`config.mk`:
```
export PLATFORM = sky130hd
export DESIGN_NAME = ascon_aead_sequencer
export DESIGN_NICKNAME = d
export VERILOG_FILES = /design/src/rtl/ascon_pkg.sv /design/src/rtl/ascon_nonce_ctr.sv /design/src/rtl/ascon_aead_sequencer.sv
export SDC_FILE = /design/constraint.sdc
export NUM_CORES = 1
export LEC_CHECK = 0
export CORE_AREA = 4 4 535 537
export CTS_CLUSTER_DIAMETER = 60
export DETAILED_ROUTE_END_ITERATION = 16
export DIE_AREA = 0 0 539 541
export PLACE_DENSITY = 0.34
export SYNTH_ARGS = -nofsm -noshare
export SYNTH_HDL_FRONTEND = slang
export SYNTH_SLANG_ARGS = --single-unit
```
`constraint.sdc`:
```
create_clock -name clk -period 2.7 [get_ports clk]
set_input_delay 0.27 -clock clk [delete_from_list [all_inputs] [get_ports clk]]
set_output_delay 0.27 -clock clk [all_outputs]
set_load 0.005 [all_outputs]
```
`src/rtl/ascon_pkg.sv`:
```
// rtl/ascon_pkg.sv - shared types and constants for the ASCON AEAD sequencer
// Contents: sequencer state enum, response status enum, ASCON constants.
package ascon_pkg;

    localparam logic [63:0] ASCON_IV    = 64'h80400c0600000000;
    localparam int          ASCON_TAG_W = 128;
    localparam int          ASCON_BLK_W = 32;

    typedef enum logic [2:0] {
        S_IDLE,
        S_START,
        S_RUN,
        S_RELEASE,
        S_RESP
    } seq_state_t;

    typedef enum logic [1:0] {
        ST_OK              = 2'd0,
        ST_AUTH_FAIL       = 2'd1,
        ST_TIMEOUT         = 2'd2,
        ST_NONCE_EXHAUSTED = 2'd3
    } ascon_status_t;

endpackage

```
`src/rtl/ascon_nonce_ctr.sv`:
```
// rtl/ascon_nonce_ctr.sv - saturating encryption nonce counter
// Ports: clk, rst (sync active-low), inc (advance request),
//        count (current value), exhausted (count is all-ones).
module ascon_nonce_ctr #(
    parameter int CTR_W = 64
) (
    input  logic             clk,
    input  logic             rst,
    input  logic             inc,
    output logic [CTR_W-1:0] count,
    output logic             exhausted
);

    // All-ones is terminal: only reset leaves it, so a nonce is never reused.
    assign exhausted = &count;

    always_ff @(posedge clk) begin
        if (!rst) begin
            count <= '0;
        end else if (inc && !exhausted) begin
            count <= count + 1'b1;
        end
    end

endmodule

```
`src/rtl/ascon_aead_sequencer.sv`:
```
// rtl/ascon_aead_sequencer.sv - host-side request sequencer for the single-block ASCON AEAD engine
// Ports: req_* request handshake and payload, key / nonce_prefix static inputs,
//        rsp_* response handshake and payload, busy, core_* engine control and data pins.
module ascon_aead_sequencer
    import ascon_pkg::*;
#(
    parameter int MSG_LAT = 24,
    parameter int TIMEOUT = 64,
    parameter int CTR_W   = 64
) (
    input  logic                   clk,
    input  logic                   rst,
    input  logic                   req_valid,
    output logic                   req_ready,
    input  logic                   req_op,
    input  logic [ASCON_BLK_W-1:0] req_data,
    input  logic [ASCON_TAG_W-1:0] req_tag,
    input  logic [127:0]           req_nonce,
    input  logic [127:0]           key,
    input  logic [63:0]            nonce_prefix,
    output logic                   rsp_valid,
    input  logic                   rsp_ready,
    output logic [ASCON_BLK_W-1:0] rsp_data,
    output logic [ASCON_TAG_W-1:0] rsp_tag,
    output logic [127:0]           rsp_nonce,
    output logic [1:0]             rsp_status,
    output logic                   busy,
    output logic                   core_rst,
    output logic                   core_en,
    output logic                   core_enc_start,
    output logic                   core_dec_start,
    output logic [127:0]           core_key,
    output logic [127:0]           core_nonce,
    output logic [ASCON_BLK_W-1:0] core_pt,
    output logic [159:0]           core_ct,
    input  logic [ASCON_BLK_W-1:0] core_msg,
    input  logic [ASCON_TAG_W-1:0] core_tag,
    input  logic                   core_enc_done,
    input  logic                   core_auth_done,
    input  logic                   core_dec_fail
);

    localparam int CNT_W = 16;

    seq_state_t               state, state_next;
    ascon_status_t            status_q;
    logic                     op_q;
    logic [ASCON_BLK_W-1:0]   data_q;
    logic [ASCON_TAG_W-1:0]   tag_q;
    logic [127:0]             nonce_q;
    logic [CNT_W-1:0]         cyc_q;
    logic [CNT_W-1:0]         elapsed;
    logic [CTR_W-1:0]         ctr;
    logic [63:0]              ctr_ext;
    logic                     exhausted;
    logic                     ctr_inc;
    logic                     done_hit;
    logic                     timeout_hit;
    logic                     msg_hit;

    ascon_nonce_ctr #(.CTR_W(CTR_W)) u_nonce_ctr (
        .clk       (clk),
        .rst       (rst),
        .inc       (ctr_inc),
        .count     (ctr),
        .exhausted (exhausted)
    );

    assign ctr_ext = 64'(ctr);

    // cyc_q is cleared in START, so elapsed is the number of cycles since the
    // start-pulse cycle; it equals the engine's own step count in RUN.
    assign elapsed     = cyc_q + 1'b1;
    assign done_hit    = (state == S_RUN) && (op_q ? core_auth_done : core_enc_done);
    assign timeout_hit = (state == S_RUN) && !done_hit && (elapsed == CNT_W'(TIMEOUT));
    assign msg_hit     = (state == S_RUN) && (elapsed == CNT_W'(MSG_LAT));

    always_ff @(posedge clk) begin
        if (!rst) begin
            state <= S_IDLE;
        end else begin
            state <= state_next;
        end
    end

    always_comb begin
        state_next     = state;
        req_ready      = 1'b0;
        busy           = 1'b0;
        rsp_valid      = 1'b0;
        core_rst       = 1'b0;
        core_en        = 1'b0;
        core_enc_start = 1'b0;
        core_dec_start = 1'b0;
        ctr_inc        = 1'b0;
        if (!rst) begin
            // Any pending response is dropped and the engine is held in reset.
            core_rst   = 1'b1;
            state_next = S_IDLE;
        end else begin
            busy = (state != S_IDLE);
            case (state)
                S_IDLE: begin
                    req_ready = 1'b1;
                    if (req_valid) begin
                        state_next = (!req_op && exhausted) ? S_RESP : S_START;
                    end
                end
                S_START: begin
                    core_en        = 1'b1;
                    core_enc_start = !op_q;
                    core_dec_start = op_q;
                    state_next     = S_RUN;
                end
                S_RUN: begin
                    core_en  = 1'b1;
                    core_rst = timeout_hit;
                    ctr_inc  = done_hit && !op_q;
                    if (done_hit || timeout_hit) begin
                        state_next = S_RELEASE;
                    end
                end
                S_RELEASE: begin
                    // core_en low for this cycle clears the sticky authentication_done.
                    state_next = S_RESP;
                end
                S_RESP: begin
                    rsp_valid = 1'b1;
                    if (rsp_ready) begin
                        state_next = S_IDLE;
                    end
                end
                default: state_next = S_IDLE;
            endcase
        end
    end

    always_ff @(posedge clk) begin
        if (!rst) begin
            op_q     <= 1'b0;
            data_q   <= '0;
            tag_q    <= '0;
            nonce_q  <= '0;
            cyc_q    <= '0;
            status_q <= ST_OK;
        end else begin
            case (state)
                S_IDLE: begin
                    if (req_valid) begin
                        op_q     <= req_op;
                        data_q   <= req_data;
                        tag_q    <= req_tag;
                        status_q <= ST_OK;
                        nonce_q  <= req_op ? req_nonce : {nonce_prefix, ctr_ext};
                        if (!req_op && exhausted) begin
                            data_q   <= '0;
                            tag_q    <= '0;
                            status_q <= ST_NONCE_EXHAUSTED;
                        end
                    end
                end
                S_START: begin
                    cyc_q <= '0;
                end
                S_RUN: begin
                    cyc_q <= elapsed;
                    if (msg_hit) begin
                        data_q <= core_msg;
                    end
                    if (done_hit) begin
                        if (!op_q) begin
                            tag_q    <= core_tag;
                            status_q <= ST_OK;
                        end else begin
                            tag_q <= '0;
                            if (core_dec_fail) begin
                                // Unauthenticated plaintext must never leave the block.
                                status_q <= ST_AUTH_FAIL;
                                data_q   <= '0;
                            end else begin
                                status_q <= ST_OK;
                            end
                        end
                    end else if (timeout_hit) begin
                        status_q <= ST_TIMEOUT;
                        data_q   <= '0;
                        tag_q    <= '0;
                    end
                end
                default: ;
            endcase
        end
    end

    assign core_key   = key;
    assign core_nonce = nonce_q;
    assign core_pt    = data_q;
    // The engine compares the tag low word first, hence the swapped halves.
    assign core_ct    = {data_q, tag_q[63:0], tag_q[127:64]};

    assign rsp_data   = rsp_valid ? data_q : '0;
    assign rsp_tag    = rsp_valid ? tag_q : '0;
    assign rsp_nonce  = rsp_valid ? nonce_q : '0;
    assign rsp_status = rsp_valid ? status_q : 2'd0;

endmodule

```
== Word-level counts from Yosys, hierarchy flattened ==
Index checks and enable logic that the tools add are counted.
Cells by class
  add/sub/neg operators: 2
  equality and inequality tests: 10
  mux-type cells: 48
  reductions and logical operators: 22
Operators with widths (count)
  $mux W128: 8
  $mux W32: 8
  $pmux W128 S2: 1
  $add A64 B1 Y64 const B: 1
  $pmux W32 S2: 1
  $reduce_and A64 Y1: 1
  $pmux W16 S2: 1
  $mux W1: 18
  $add A16 B1 Y16 const B: 1
  $eq A16 B5 Y1 const B: 1
  $eq A16 B7 Y1 const B: 1
  $pmux W3 S5: 1
  $mux W3: 4
  $mux W2: 5
  $logic_and A1 B1 Y1: 7
  $eq A3 B2 Y1 const B: 2
  $reduce_and A3 Y1: 2
  $logic_not A1 Y1: 4
  $ne A2 B2 Y1 const B: 2
  $pmux W2 S2: 1
  $reduce_and A2 Y1: 2
  $reduce_bool A2 Y1: 2
  $eq A3 B1 Y1 const B: 1
  $eq A3 B3 Y1 const B: 1
  6 further kinds: 6
Storage, ports and cells
  register bits: 374
  input port bits: 648
  output and inout bits: 745
  logic and storage cells: 90

== Logic depth before layout (Yosys ltp) ==
Gate-level depths: netlist (run 1).
  word-level depth: 8
  gate-level depth with buffers: 12
  mapped depth without buffers: 8

== By module ==
Synthesis (run 1) repeated with hierarchy kept, for this count alone.
Unflattened totals
  cells, all modules: 2474
  area, all modules: 21667.0 um2
Modules (own cells, without submodules)
  ascon_aead_sequencer: instances 1, cells an instance 2049, area each 18138.6 um2, sequential area each 6206.0 um2
  ascon_nonce_ctr: instances 1, cells an instance 425, area each 3528.4 um2, sequential area each 1281.2 um2

== Least setup slack after synthesis (run 1) ==
OpenSTA, ideal clock, no wires.
  path kind: register to output
  start: register cyc_q[0]
  end: output port core_rst
  data arrival time: 2.309 ns
  data required time: 2.430 ns
  setup slack: 0.121 ns
  stages on the path, launching flop included: 10
  buffers on the path: 2
  cell sequence: dfxtp_1 > ha_1 > nand3_1 > nor3_2 > mux2i_1 > and4_4 > buf_2 > clkbuf_1 > nand3_1 > o21ai_0
On the way
  cells in the longest elaborated chain, start to end: 5
Ends and longest elaborated chain
  start: declaration: line ascon_aead_sequencer.sv:51  | logic [CNT_W-1:0] cyc_q;
  start signal: assignment: line ascon_aead_sequencer.sv:166  | cyc_q <= elapsed;
  $add A16 B1 Y16: line ascon_aead_sequencer.sv:73  | assign elapsed = cyc_q + 1'b1;
  $eq A16 B7 Y1: line ascon_aead_sequencer.sv:75  | assign timeout_hit = (state == S_RUN) && !done_hit && (elapsed == CNT_W'(TIMEOUT));
  $logic_and A1 B1 Y1: line ascon_aead_sequencer.sv:75
  $mux W1: line ascon_aead_sequencer.sv:102  | case (state)
  $mux W1: line ascon_aead_sequencer.sv:96  | if (!rst) begin
  end: declaration: line ascon_aead_sequencer.sv:28  | output logic core_rst,
No other way between the ends.

== Worst setup path after layout (run 1) ==
  start: register cyc_q[1]
  end: register tag_q[106]
On the way
  cells in the longest elaborated chain, start to end: 5
Ends and longest elaborated chain
  $add A16 B1 Y16: line ascon_aead_sequencer.sv:73
  $eq A16 B7 Y1: line ascon_aead_sequencer.sv:75
  $logic_and A1 B1 Y1: line ascon_aead_sequencer.sv:75
  $ne A3 B3 Y1 (no line)
  $reduce_and A3 Y1 (no line)
  end signal: assignment: line ascon_aead_sequencer.sv:152  | tag_q <= req_tag;
  end signal: assignment: line ascon_aead_sequencer.sv:172  | tag_q <= core_tag;
  end: declaration: line ascon_aead_sequencer.sv:49  | logic [ASCON_TAG_W-1:0] tag_q;
No other way between the ends.
A chain may end at the register's enable or synchronous reset.

==> out/qor.csv, run 1 <==
stage,metric,value,unit
outcome,result of the run,"complete, but fails checks",
outcome,failing checks,negative setup slack,
final_layout,area grow syn2layout,116,%
place,PortBufs,1136,
logic_synthesis,sequential area share after synthesis,35.5,%
grt,initial antenna violation count,80,
detailed_routing,routed len/inst,27.8,um
die,core area,282000,sq um
grt,All-Layer GR Usage,12.7,%
sta,Final period util,108,%
sta,final hold violation count,0,
grt,M1 GR Usage,13.3,%
clocking,CTS tree,built,
clocking,clock buffer depth,3,
sta,final setup vio count,179,
sta,unrepaired setup endpoints after global routing,true,
grt,largest net degree at the start of global routing,143,
clocking,cts bufs inserted,75,
detailed_routing,ANT nets after route,0,
final_layout,most frequent cells in the layout,"842 x clkdlybuf4s50_1, 361 x dfxtp_1, 223 x buf_4",
clocking,"Clk Latency, worst-skew pair",0.68,ns
critical_path,Worst EP arrival,3.39,ns
logic_synthesis,YS warnings,0,
sta,max frequency,344,MHz
clocking,CTS Sinks,374,
sta,Slew HR,9.98,%
final_layout,final non-filler cell total,7533,
logic_synthesis,synthesized area per cell,8.41,sq um
place,DP Wirelength,160000,um
sta,Fin Setup TNS,-15.72,ns
sta,PnR worst setup slack,-0.203,ns
power_and_ir_drop,pwr dens,517,nW/um^2
detailed_routing,DRC Markers,0,
die,chip width,539,um
critical_path,crit-path max FO,7,
logic_synthesis,Synth Cell Area,21100,sq um
grt,GRT overflow,0,
sta,min cycle time layout,2.90,ns
die,die height,541,um
critical_path,Worst Setup End Kind,flip-flop,
final_layout,"most common cell after layout, fill and taps aside",clkdlybuf4s50_1,
die,effective utilization at floorplan,7.49,%
grt,vias in the first global route,25089,
grt,met2 Use GR,23.3,%
detailed_routing,via count,25620,
place,Placement Cell Area,38100,sq um
logic_synthesis,Netlist cell types,65,
die,io pins,1393,
final_layout,Fillers,31547,
sta,clock skew,0.0475,ns
sta,max-slew violations,0,
final_layout,Final Cell Area,45500,sq um
detailed_routing,vias per cell,3.40,
logic_synthesis,Async SR Flop Fraction,0,%
detailed_routing,TritonRoute pass-1 iters,5,
final_layout,nets@finish,4371,
critical_path,Critical Path Source Type,flip-flop,
logic_synthesis,Post-Syn Instances,2508,
clocking,clk slew on worst S/H paths,0.05,ns
critical_path,Setup CP Type,reg2reg,
place,routability congestion estimate,0.839,
grt,first-pass GRT wire length,252000,um
detailed_routing,Starting DRT DRC Count,1381,
power_and_ir_drop,Static Leakage,17.9,nW
place,DP Cell Count,7238,
run,Max Cap Violations,0,
logic_synthesis,ys flop type,dfxtp_1,
logic_synthesis,Synth Net Count,3159,
clocking,Max H-tree Level,3,
die,DIE AREA,292000,sq um
logic_synthesis,"EDFF count, synth",0,
logic_synthesis,number of register bits inferred by synthesis,374,
critical_path,Worst EP required,3.19,ns
grt,global routing's busiest layer,met2,
sta,Hold WS,0.105,ns
power_and_ir_drop,Peak supply drop,0.000381,V
sta,Slew @ Worst Pin,1.35,ns
grt,GR Layer Usage met3,4.55,%
clocking,CTS Root Cell,clkbuf_16,
power_and_ir_drop,post-layout power,23.5,mW
min_path,HP Class,in2reg,
final_layout,layout cells sized above 1,30.4,%
die,FP Rows,195,
detailed_routing,Total Wirelength,209000,um
synthesized netlist by cell type, types with 31 or more instances:
master / number / area share [%]
dfxtp_1: 374 / 35
and2_1: 294 / 8.7
a211oi_1: 259 / 9.2
a21oi_1: 192 / 4.6
nor2_1: 192 / 3.4
clkbuf_1: 178 / 3.2
buf_4: 162 / 5.8
mux2i_1: 132 / 6.3
a22oi_1: 131 / 4.7
nand2_1: 81 / 1.4
buf_2: 42 / 1.0
and3_1: 38 / 1.1
nand3_1: 38 / 0.90
xnor2_1: 33 / 1.4
o22ai_1: 32 / 0.95
a21boi_0: 31 / 1.1
final cells by class:
type,instances,area [sq um],area share [%]
clock inverters,40,531,1.17
flip-flops and latches,374,7520,16.5
repair buffers,1543,17400,38.2
inverters,10,45.0,0.0990
multi-input cells,1716,13200,29.1
clock buffers,96,2060,4.52
well taps,3743,4680,10.3
diodes,11,27.5,0.0605
cell families after synthesis:
logic type | Yosys count | synth area share, %
buffers and inverters | 418 | 10.8
xor gates and xnor gates | 42 | 1.74
DFF | 374 | 35.5
muxes | 132 | 6.26
and+or+nand+nor | 781 | 20.1
adders and majority gates | 3 | 0.178
AOI/OAI and AO/OA | 758 | 25.4
flip-flops by register name, summed over array words and instances (netlist names), named ones only:
signal,flops
core_pt,1
state,3
cyc_q,16
tag_q,128
core_nonce,128
op_q,1
u_nonce_ctr.count,64
status_q,2
stage by stage:
stage                     util [%]  setup WS [ns]
after detailed placement      13.5         -0.113
after global routing          16.1         -0.259
after floorplan                  -          0.121
after global placement        13.5         -0.104
after CTS                     14.8         -0.291
final                         16.2         -0.203
power by group:
part	switching (mW)	internal [mW]	total, mW
sequential	1.02	6.14	7.16
combinational	2.99	3.50	6.49
clock	3.87	5.98	9.85
total	7.88	15.6	23.5
final timing paths:
check | from | end | slack (ns) | cells past startpoint
hold / removal | rst | state[0] | 0.10 | 3
setup reg to reg | cyc_q[1] | tag_q[106] | -0.20 | 13
hold reg to reg | u_nonce_ctr.count[11] | u_nonce_ctr.count[11] | 0.48 | 2
setup / recovery | cyc_q[1] | tag_q[106] | -0.20 | 13
worst max-delay path, stage by stage (launching register included):
cell	delay, ns
dfxtp_4	0.36
nand4_1	0.17
or3_1	0.43
a22o_1	0.25
and4_4	0.19
buf_6	0.11
buf_6	0.12
a31o_4	0.28
buf_12	0.17
clkbuf_16	0.20
buf_12	0.17
buf_4	0.14
a21oi_4	0.11
a211oi_2	0.04
layer usage:
| metal | wire, um | up-vias |
|---|---|---|
| met5 | 152 | - |
| met4 | 10200 | 26 |
| met3 | 17400 | 374 |
| met2 | 105000 | 1282 |
| met1 | 76000 | 12467 |
| li1 | - | 11471 |
what timing repair did:
action | 4_1_cts | 5_1_grt
resized for setup | 333 | 671
setup buffers | 27 | 73
hold buffers | 1 | 0
pin swaps | 14 | 93
hold endpoints to repair | 1 | 0
gates cloned | 12 | 48
endpoints found under the setup margin | 298 | 407
No activity file was read; power rests on OpenSTA's default activity.
==> run 2: changes to the inputs <==
--- a/config.mk
+++ b/config.mk
@@ -5,11 +5,11 @@
 export SDC_FILE = /design/constraint.sdc
 export NUM_CORES = 1
 export LEC_CHECK = 0
-export CORE_AREA = 4 4 535 537
+export CORE_AREA = 4 4 546 548
 export CTS_CLUSTER_DIAMETER = 60
 export DETAILED_ROUTE_END_ITERATION = 16
-export DIE_AREA = 0 0 539 541
-export PLACE_DENSITY = 0.34
+export DIE_AREA = 0 0 550 552
+export PLACE_DENSITY = 0.33
 export SYNTH_ARGS = -nofsm -noshare
 export SYNTH_HDL_FRONTEND = slang
 export SYNTH_SLANG_ARGS = --single-unit
==> out/qor.csv, run 2 (synthesis gave the netlist of run 1 again) <==
stage,metric,value,unit,change
outcome,result of the run,"complete, but fails checks",,
outcome,failing checks,"max-slew violations, negative setup slack",,
grt,vias in the first global route,25913,,+3.3%
power_and_ir_drop,Static Leakage,17.1,nW,-4.7%
clocking,CTS tree,built,,
sta,unrepaired setup endpoints after global routing,true,,
power_and_ir_drop,clock power share,42.9,%,+1.0 points
sta,PnR worst setup slack,-0.0824,ns,+0.120 ns
sta,min cycle time layout,2.78,ns,-0.120 ns
detailed_routing,DRC Markers,0,,unchanged
die,core area,293000,sq um,+4.1%
critical_path,crit-path max FO,3,,-4
critical_path,Setup CP Type,reg2out,,
grt,M1 GR Usage,14.2,%,+0.85 points
detailed_routing,Total Wirelength,213000,um,+1.7%
sta,max frequency,359,MHz,+4.3%
clocking,clock buffer depth,3,,unchanged
clocking,"Clk Latency, worst-skew pair",0.69,ns,about the same
final_layout,nets@finish,4379,,+0.18%
detailed_routing,Starting DRT DRC Count,1539,,+11%
clocking,CTS Sinks,374,,unchanged
clocking,cts bufs inserted,76,,+1.3%
sta,max-slew violations,59,,+59
clocking,Max H-tree Level,3,,unchanged
grt,largest net degree at the start of global routing,139,,-2.8%
grt,GRT overflow,0,,unchanged
grt,global routing's busiest layer,met2,,
place,Place WS,-0.388,ns,-0.275 ns
power_and_ir_drop,Comb pwr share,27.2,%,-0.4 points
power_and_ir_drop,Sw Ratio,32.7,%,-0.81 points
final_layout,most frequent cells in the layout,"841 x clkdlybuf4s50_1, 354 x dfxtp_1, 211 x buf_4",,
critical_path,Worst Setup End Kind,output port,,
critical_path,r2r startpoint,cyc_q[6],,
power_and_ir_drop,Sequential Power Share,29.9,%,-0.6 points
sta,Slew HR,-9.67,%,-20 points
sta,final hold violation count,0,,unchanged
grt,initial antenna violation count,101,,+26%
power_and_ir_drop,Sw Pwr,7.77,mW,-1.4%
place,Placement Cell Area,38400,sq um,+0.66%
critical_path,crit-path leading delay family,simple AND/OR/NAND/NOR gates,,
die,die height,552,um,+2.0%
critical_path,crit-path cells,nand4_1 > buf_4 > nor3_2 > xnor2_2 > and2_4 > nand3_4 > o21ai_4 > buf_2,,
clocking,CTS Root Cell,clkbuf_16,,
sta,Final period util,103,%,-4.5 points
power_and_ir_drop,post-layout power,23.7,mW,+1.0%
run,Max Cap Violations,0,,unchanged
place,DP Wirelength,165000,um,+3.1%
sta,Slew @ Worst Pin,1.65,ns,+0.295 ns
clocking,hold-fix buffers at CTS,0,,-1
final_layout,"most common cell after layout, fill and taps aside",clkdlybuf4s50_1,,
place,routability congestion estimate,0.849,,+1.2%
sta,clock skew,0.0497,ns,+0.00219 ns
critical_path,CP max-delay cell,dfxtp_4,,
die,chip width,550,um,+2.0%
grt,GR Layer Usage met3,4.40,%,-0.15 points
final_layout,area grow syn2layout,117,%,
detailed_routing,vias per cell,3.34,,-1.7%
die,DIE AREA,304000,sq um,+4.1%
critical_path,instance count on the critical path,8,,-5
critical_path,"slowest stage delay, CP",0.36,ns,-0.07 ns
clocking,clk slew on worst S/H paths,0.05,ns,about the same
min_path,hold path start,rst,,
place,PortBufs,1136,,unchanged
final_layout,layout cells sized above 1,33.1,%,+2.6 points
min_path,hold path depth,3,,unchanged
detailed_routing,routed len/inst,27.6,um,-0.68%
die,FP Rows,199,,+2.1%
critical_path,Worst EP arrival,2.51,ns,-0.88 ns
critical_path,R2R cell count,12,,-1
detailed_routing,ANT nets after route,0,,unchanged
die,effective utilization at floorplan,7.20,%,-0.29 points
detailed_routing,via count,25810,,+0.74%
critical_path,Worst EP required,2.43,ns,-0.76 ns
final_layout,Final Cell Area,45700,sq um,+0.58%
critical_path,CP Launch Point,cyc_q[1],,
detailed_routing,TritonRoute pass-1 iters,5,,unchanged
grt,first-pass GRT wire length,266000,um,+5.8%
min_path,HP Class,in2reg,,
critical_path,Critical Path Source Type,flip-flop,,
grt,met2 Use GR,23.7,%,+0.41 points
grt,All-Layer GR Usage,13.1,%,+0.32 points
critical_path,CP Buf/Inv Count,2,,-4
die,io pins,1393,,unchanged
power_and_ir_drop,internal power,16.0,mW,+2.2%
power_and_ir_drop,pwr dens,519,nW/um^2,+0.41%
power_and_ir_drop,Peak supply drop,0.000361,V,-5.2%
sta,final setup vio count,7,,-96%
[run 2: cell count changes in the layout (fill, tap and decap cells not counted), moves of 25 or more]
cell,change
a21oi_2,-30
a21oi_4,-40
clkbuf_16,-25
and2_1,-44
a21oi_1,+70
a22oi_1,-60
buf_6,+66
a22oi_2,+60
dlymetal6s2s_1,-49
and2_4,+44
[run 2: final cells by class]
cell class              instances  area, sq um
well taps                    3919         4900
clock inverters                39          546
clock buffers                  96         2130
multi-input cells            1717        13000
fillers                     32996       247000
repair buffers               1549        17600
diodes                         13         32.5
flip-flops and latches        374         7530
inverters                      10         45.0
[run 2: through the flow]
step	setup TNS [ns]	util, %	hold slack (ns)	cells
after floorplan	0	-	0.422	2508
after global placement	-34.57	13.1	0.478	7407
after detailed placement	-35.56	13.1	0.497	7407
after CTS	-27.84	15.1	0.0708	7674
after global routing	-9.88	15.6	0.111	7713
final	-0.163	15.6	0.162	7717
[run 2: final timing paths]
check | to | slack [ns]
max | core_rst | -0.08
min | core_pt[30] | 0.16
max reg2reg | tag_q[114] | -0.02
min reg2reg | u_nonce_ctr.count[11] | 0.48
[run 2: routing by layer]
layer / vias to the layer above / share of wire [%]
met5: - / 0.10
met4: 34 / 4.0
met3: 406 / 8.2
met2: 1351 / 51
met1: 12562 / 37
li1: 11457 / -
[run 2: worst reg2reg max path, stage by stage (launching register included)]
cell and delay (ns):
dfxtp_1 0.37, buf_4 0.18, and4_1 0.23, nand3_1 0.10, o31ai_2 0.26, and4_4 0.30, buf_6 0.14, a31oi_4 0.10
a21oi_4 0.15, buf_12 0.19, buf_16 0.20, clkbuf_16 0.26, a211oi_2 0.06
[run 2: what timing repair did]
action                                  4_1_cts  5_1_grt
resized for setup                           964      365
endpoints found under the setup margin      450      373
buffers inserted                             95       38
pin swaps                                    49       93
cloned                                       42       16
[run 2: power groups by stage]
| stage | Clock [mW] | Combinational (mW) | Sequential, mW |
|---|---|---|---|
| finish | 10.2 | 6.46 | 7.10 |
| global route | 10.7 | 6.89 | 7.17 |
| CTS | 10.6 | 5.93 | 7.11 |
| floorplan | 0 | 2.09 | 6.68 |
| global placement | 0 | 5.43 | 7.19 |
| detailed placement | 0 | 5.44 | 7.19 |
==> run 3: changes to the inputs <==
--- a/config.mk
+++ b/config.mk
@@ -5,11 +5,12 @@
 export SDC_FILE = /design/constraint.sdc
 export NUM_CORES = 1
 export LEC_CHECK = 0
-export CORE_AREA = 4 4 546 548
+export CORE_AREA = 4 4 535 537
 export CTS_CLUSTER_DIAMETER = 60
 export DETAILED_ROUTE_END_ITERATION = 16
-export DIE_AREA = 0 0 550 552
-export PLACE_DENSITY = 0.33
+export DIE_AREA = 0 0 539 541
+export PLACE_DENSITY = 0.34
 export SYNTH_ARGS = -nofsm -noshare
 export SYNTH_HDL_FRONTEND = slang
 export SYNTH_SLANG_ARGS = --single-unit
+export TNS_END_PERCENT = 50
==> constraint.sdc (replaced) <==
create_clock -name clk -period 2.7 [get_ports clk]
set_input_delay 0.54 -clock clk [delete_from_list [all_inputs] [get_ports clk]]
set_output_delay 0.54 -clock clk [all_outputs]
set_load 0.005 [all_outputs]
==> out/qor.csv, run 3 (synthesis gave the netlist of run 1 again) <==
stage,metric,value,unit,change
die,core area,282000,sq um,-3.9%
die,FP Rows,195,,-2.0%
critical_path,Setup CP Type,in2out,,
sta,PnR worst setup slack,-0.402,ns,-0.319 ns
critical_path,Worst Setup End Kind,output port,,
min_path,hold path start,req_data[9],,
clocking,CTS Root Cell,clkbuf_16,,
min_path,hold path depth,3,,unchanged
sta,max frequency,322,MHz,-10%
power_and_ir_drop,Sw Ratio,32.4,%,-0.31 points
power_and_ir_drop,pwr dens,532,nW/um^2,+2.5%
final_layout,layout cells sized above 1,26.2,%,-6.9 points
detailed_routing,DRC Markers,0,,unchanged
detailed_routing,Total Wirelength,210000,um,-1.3%
sta,Slew HR,23.4,%,+33 points
die,io pins,1393,,unchanged
sta,min cycle time layout,3.10,ns,+0.319 ns
detailed_routing,TritonRoute pass-1 iters,5,,unchanged
grt,largest net degree at the start of global routing,114,,-18%
place,routability congestion estimate,0.855,,+0.73%
sta,Final period util,115,%,+12 points
final_layout,"most common cell after layout, fill and taps aside",clkdlybuf4s50_1,,
critical_path,crit-path max FO,23,,+20
power_and_ir_drop,Sequential Power Share,31.7,%,+1.8 points
grt,GR Layer Usage met3,5.19,%,+0.79 points
clocking,clock buffer depth,3,,unchanged
critical_path,r2r startpoint,cyc_q[8],,
power_and_ir_drop,Comb pwr share,24.0,%,-3.2 points
grt,GRT overflow,0,,unchanged
sta,max-slew violations,0,,-100%
critical_path,Worst EP required,2.16,ns,-0.27 ns
grt,All-Layer GR Usage,13.2,%,+0.12 points
detailed_routing,via count,25557,,-0.98%
grt,M1 GR Usage,13.9,%,-0.25 points
grt,first-pass GRT wire length,258000,um,-3.3%
clocking,"Clk Latency, worst-skew pair",0.69,ns,about the same
sta,final hold violation count,0,,unchanged
final_layout,final non-filler cell total,7546,,-2.2%
clocking,clk slew on worst S/H paths,0.05,ns,about the same
critical_path,FF-to-FF End,tag_q[27],,
clocking,hold-fix buffers at CTS,0,,unchanged
min_path,HP Class,in2reg,,
run,Max Cap Violations,0,,unchanged
clocking,Max H-tree Level,3,,unchanged
final_layout,most frequent cells in the layout,"865 x clkdlybuf4s50_1, 358 x dfxtp_1, 268 x buf_4",,
critical_path,Worst EP arrival,2.56,ns,+0.05 ns
detailed_routing,routed len/inst,27.8,um,+0.90%
die,effective utilization at floorplan,7.49,%,+0.29 points
power_and_ir_drop,clock power share,44.2,%,+1.3 points
power_and_ir_drop,Static Leakage,16.3,nW,-4.7%
sta,unrepaired setup endpoints after global routing,true,,
detailed_routing,ANT nets after route,0,,unchanged
clocking,CTS Sinks,374,,unchanged
sta,clock skew,0.0429,ns,-0.00680 ns
power_and_ir_drop,internal power,15.5,mW,-3.1%
die,DIE AREA,292000,sq um,-4.0%
detailed_routing,vias per cell,3.39,,+1.3%
die,chip width,539,um,-2.0%
power_and_ir_drop,Peak supply drop,0.000413,V,+14%
outcome,result of the run,"complete, but fails checks",,
final_layout,nets@finish,4355,,-0.55%
grt,met2 Use GR,23.7,%,+0.069 points
final_layout,area grow syn2layout,104,%,
sta,Slew @ Worst Pin,1.15,ns,-0.497 ns
detailed_routing,Starting DRT DRC Count,1466,,-4.7%
grt,initial antenna violation count,135,,+34%
clocking,cts bufs inserted,78,,+2.6%
critical_path,Reg2Reg Setup Slack,-0.21,ns,-0.19 ns
clocking,CTS tree,built,,
grt,vias in the first global route,24950,,-3.7%
sta,final setup vio count,394,,+387
place,DP Cell Count,7262,,-2.0%
grt,global routing's busiest layer,met2,,
power_and_ir_drop,Sw Pwr,7.42,mW,-4.4%
place,DP Wirelength,168000,um,+2.0%
final_layout,Fillers,31825,,-3.5%
critical_path,Critical Path Source Type,primary input,,
power_and_ir_drop,post-layout power,22.9,mW,-3.5%
place,PortBufs,1136,,unchanged
die,die height,541,um,-2.0%
critical_path,R2R cell count,13,,+1
outcome,failing checks,negative setup slack,,
-- run 3: changes by cell type in the layout (fill, tap and decap cells not counted), sizes merged, moves of 2 or more --
cell	delta
bufinv	+2
dlygate4sd2	-34
clkdlybuf4s15	+19
bufbuf	-3
clkinv	+10
clkdlybuf4s50	+24
dlymetal6s2s	+8
clkinvlp	-2
diode	+24
clkbuf	+22
buf	-63
-- run 3: critical path: stages --
cell	delay, ns
dlygate4sd2_1	0.37
buf_4	0.20
nand2_4	0.06
nor3_4	0.17
buf_12	0.15
buf_16	0.17
buf_16	0.20
and2_1	0.16
clkdlybuf4s50_1	0.50
-- run 3: metal layers --
layer  vias up  wire [um]
li1      11484          -
met1     12292      77400
met2      1319     104000
met3       420      18800
met5         -        280
met4        42       8990
-- run 3: worst max-delay path by stage --
stage | end | slack (ns) | startpoint | depth (start not counted)
floorplan | core_rst | 0.03 | cyc_q[0] | 10
global placement | rsp_tag[101] | -0.83 | rst | 9
detailed placement | rsp_tag[85] | -0.85 | rst | 8
CTS | rsp_nonce[83] | -0.59 | state[2] | 6
global route | core_rst | -0.52 | cyc_q[0] | 8
finish | rsp_nonce[83] | -0.40 | rst | 9
-- run 3: power by group through the flow --
| stage | Sequential [mW] | Combinational (mW) | Clock [mW] |
|---|---|---|---|
| 2_1_floorplan | 6.68 | 2.09 | 0 |
| 3_3_place_gp | 7.39 | 5.41 | 0 |
| 3_5_place_dp | 7.38 | 5.42 | 0 |
| 4_1_cts | 7.28 | 5.47 | 10.6 |
| 5_1_grt | 7.31 | 5.92 | 10.8 |
| 6_report | 7.27 | 5.50 | 10.1 |
-- run 3: metrics by stage --
step	setup TNS, ns	utilization [%]	cell area, sq um	hold slack (ns)	worst slack (ns)
6_report	-73.93	15.3	43100	0.476	-0.402
4_1_cts	-168.20	14.7	41400	0.349	-0.590
5_1_grt	-122.13	15.3	43000	0.392	-0.518
2_1_floorplan	0	-	21100	0.454	0.0252
3_5_place_dp	-271.95	13.6	38200	0.507	-0.850
3_3_place_gp	-270.47	13.6	38200	0.498	-0.830
-- run 3: repair_timing --
item / in CTS / in global routing
pin swaps: 3 / 25
setup buffers: 20 / 52
gates resized for setup: 371 / 490
endpoints found under the setup margin: 489 / 486
cloned: 9 / 29
-- run 3: area by class of cell --
class | instances | area (sq um) | area share [%]
repair buffers | 1524 | 16200 | 37.6
inverters | 10 | 45.0 | 0.105
flip-flops and latches | 374 | 7520 | 17.5
multi-input cells | 1716 | 11900 | 27.7
clock inverters | 48 | 546 | 1.27
diodes | 37 | 92.6 | 0.215
clock buffers | 94 | 2080 | 4.83
well taps | 3743 | 4680 | 10.9
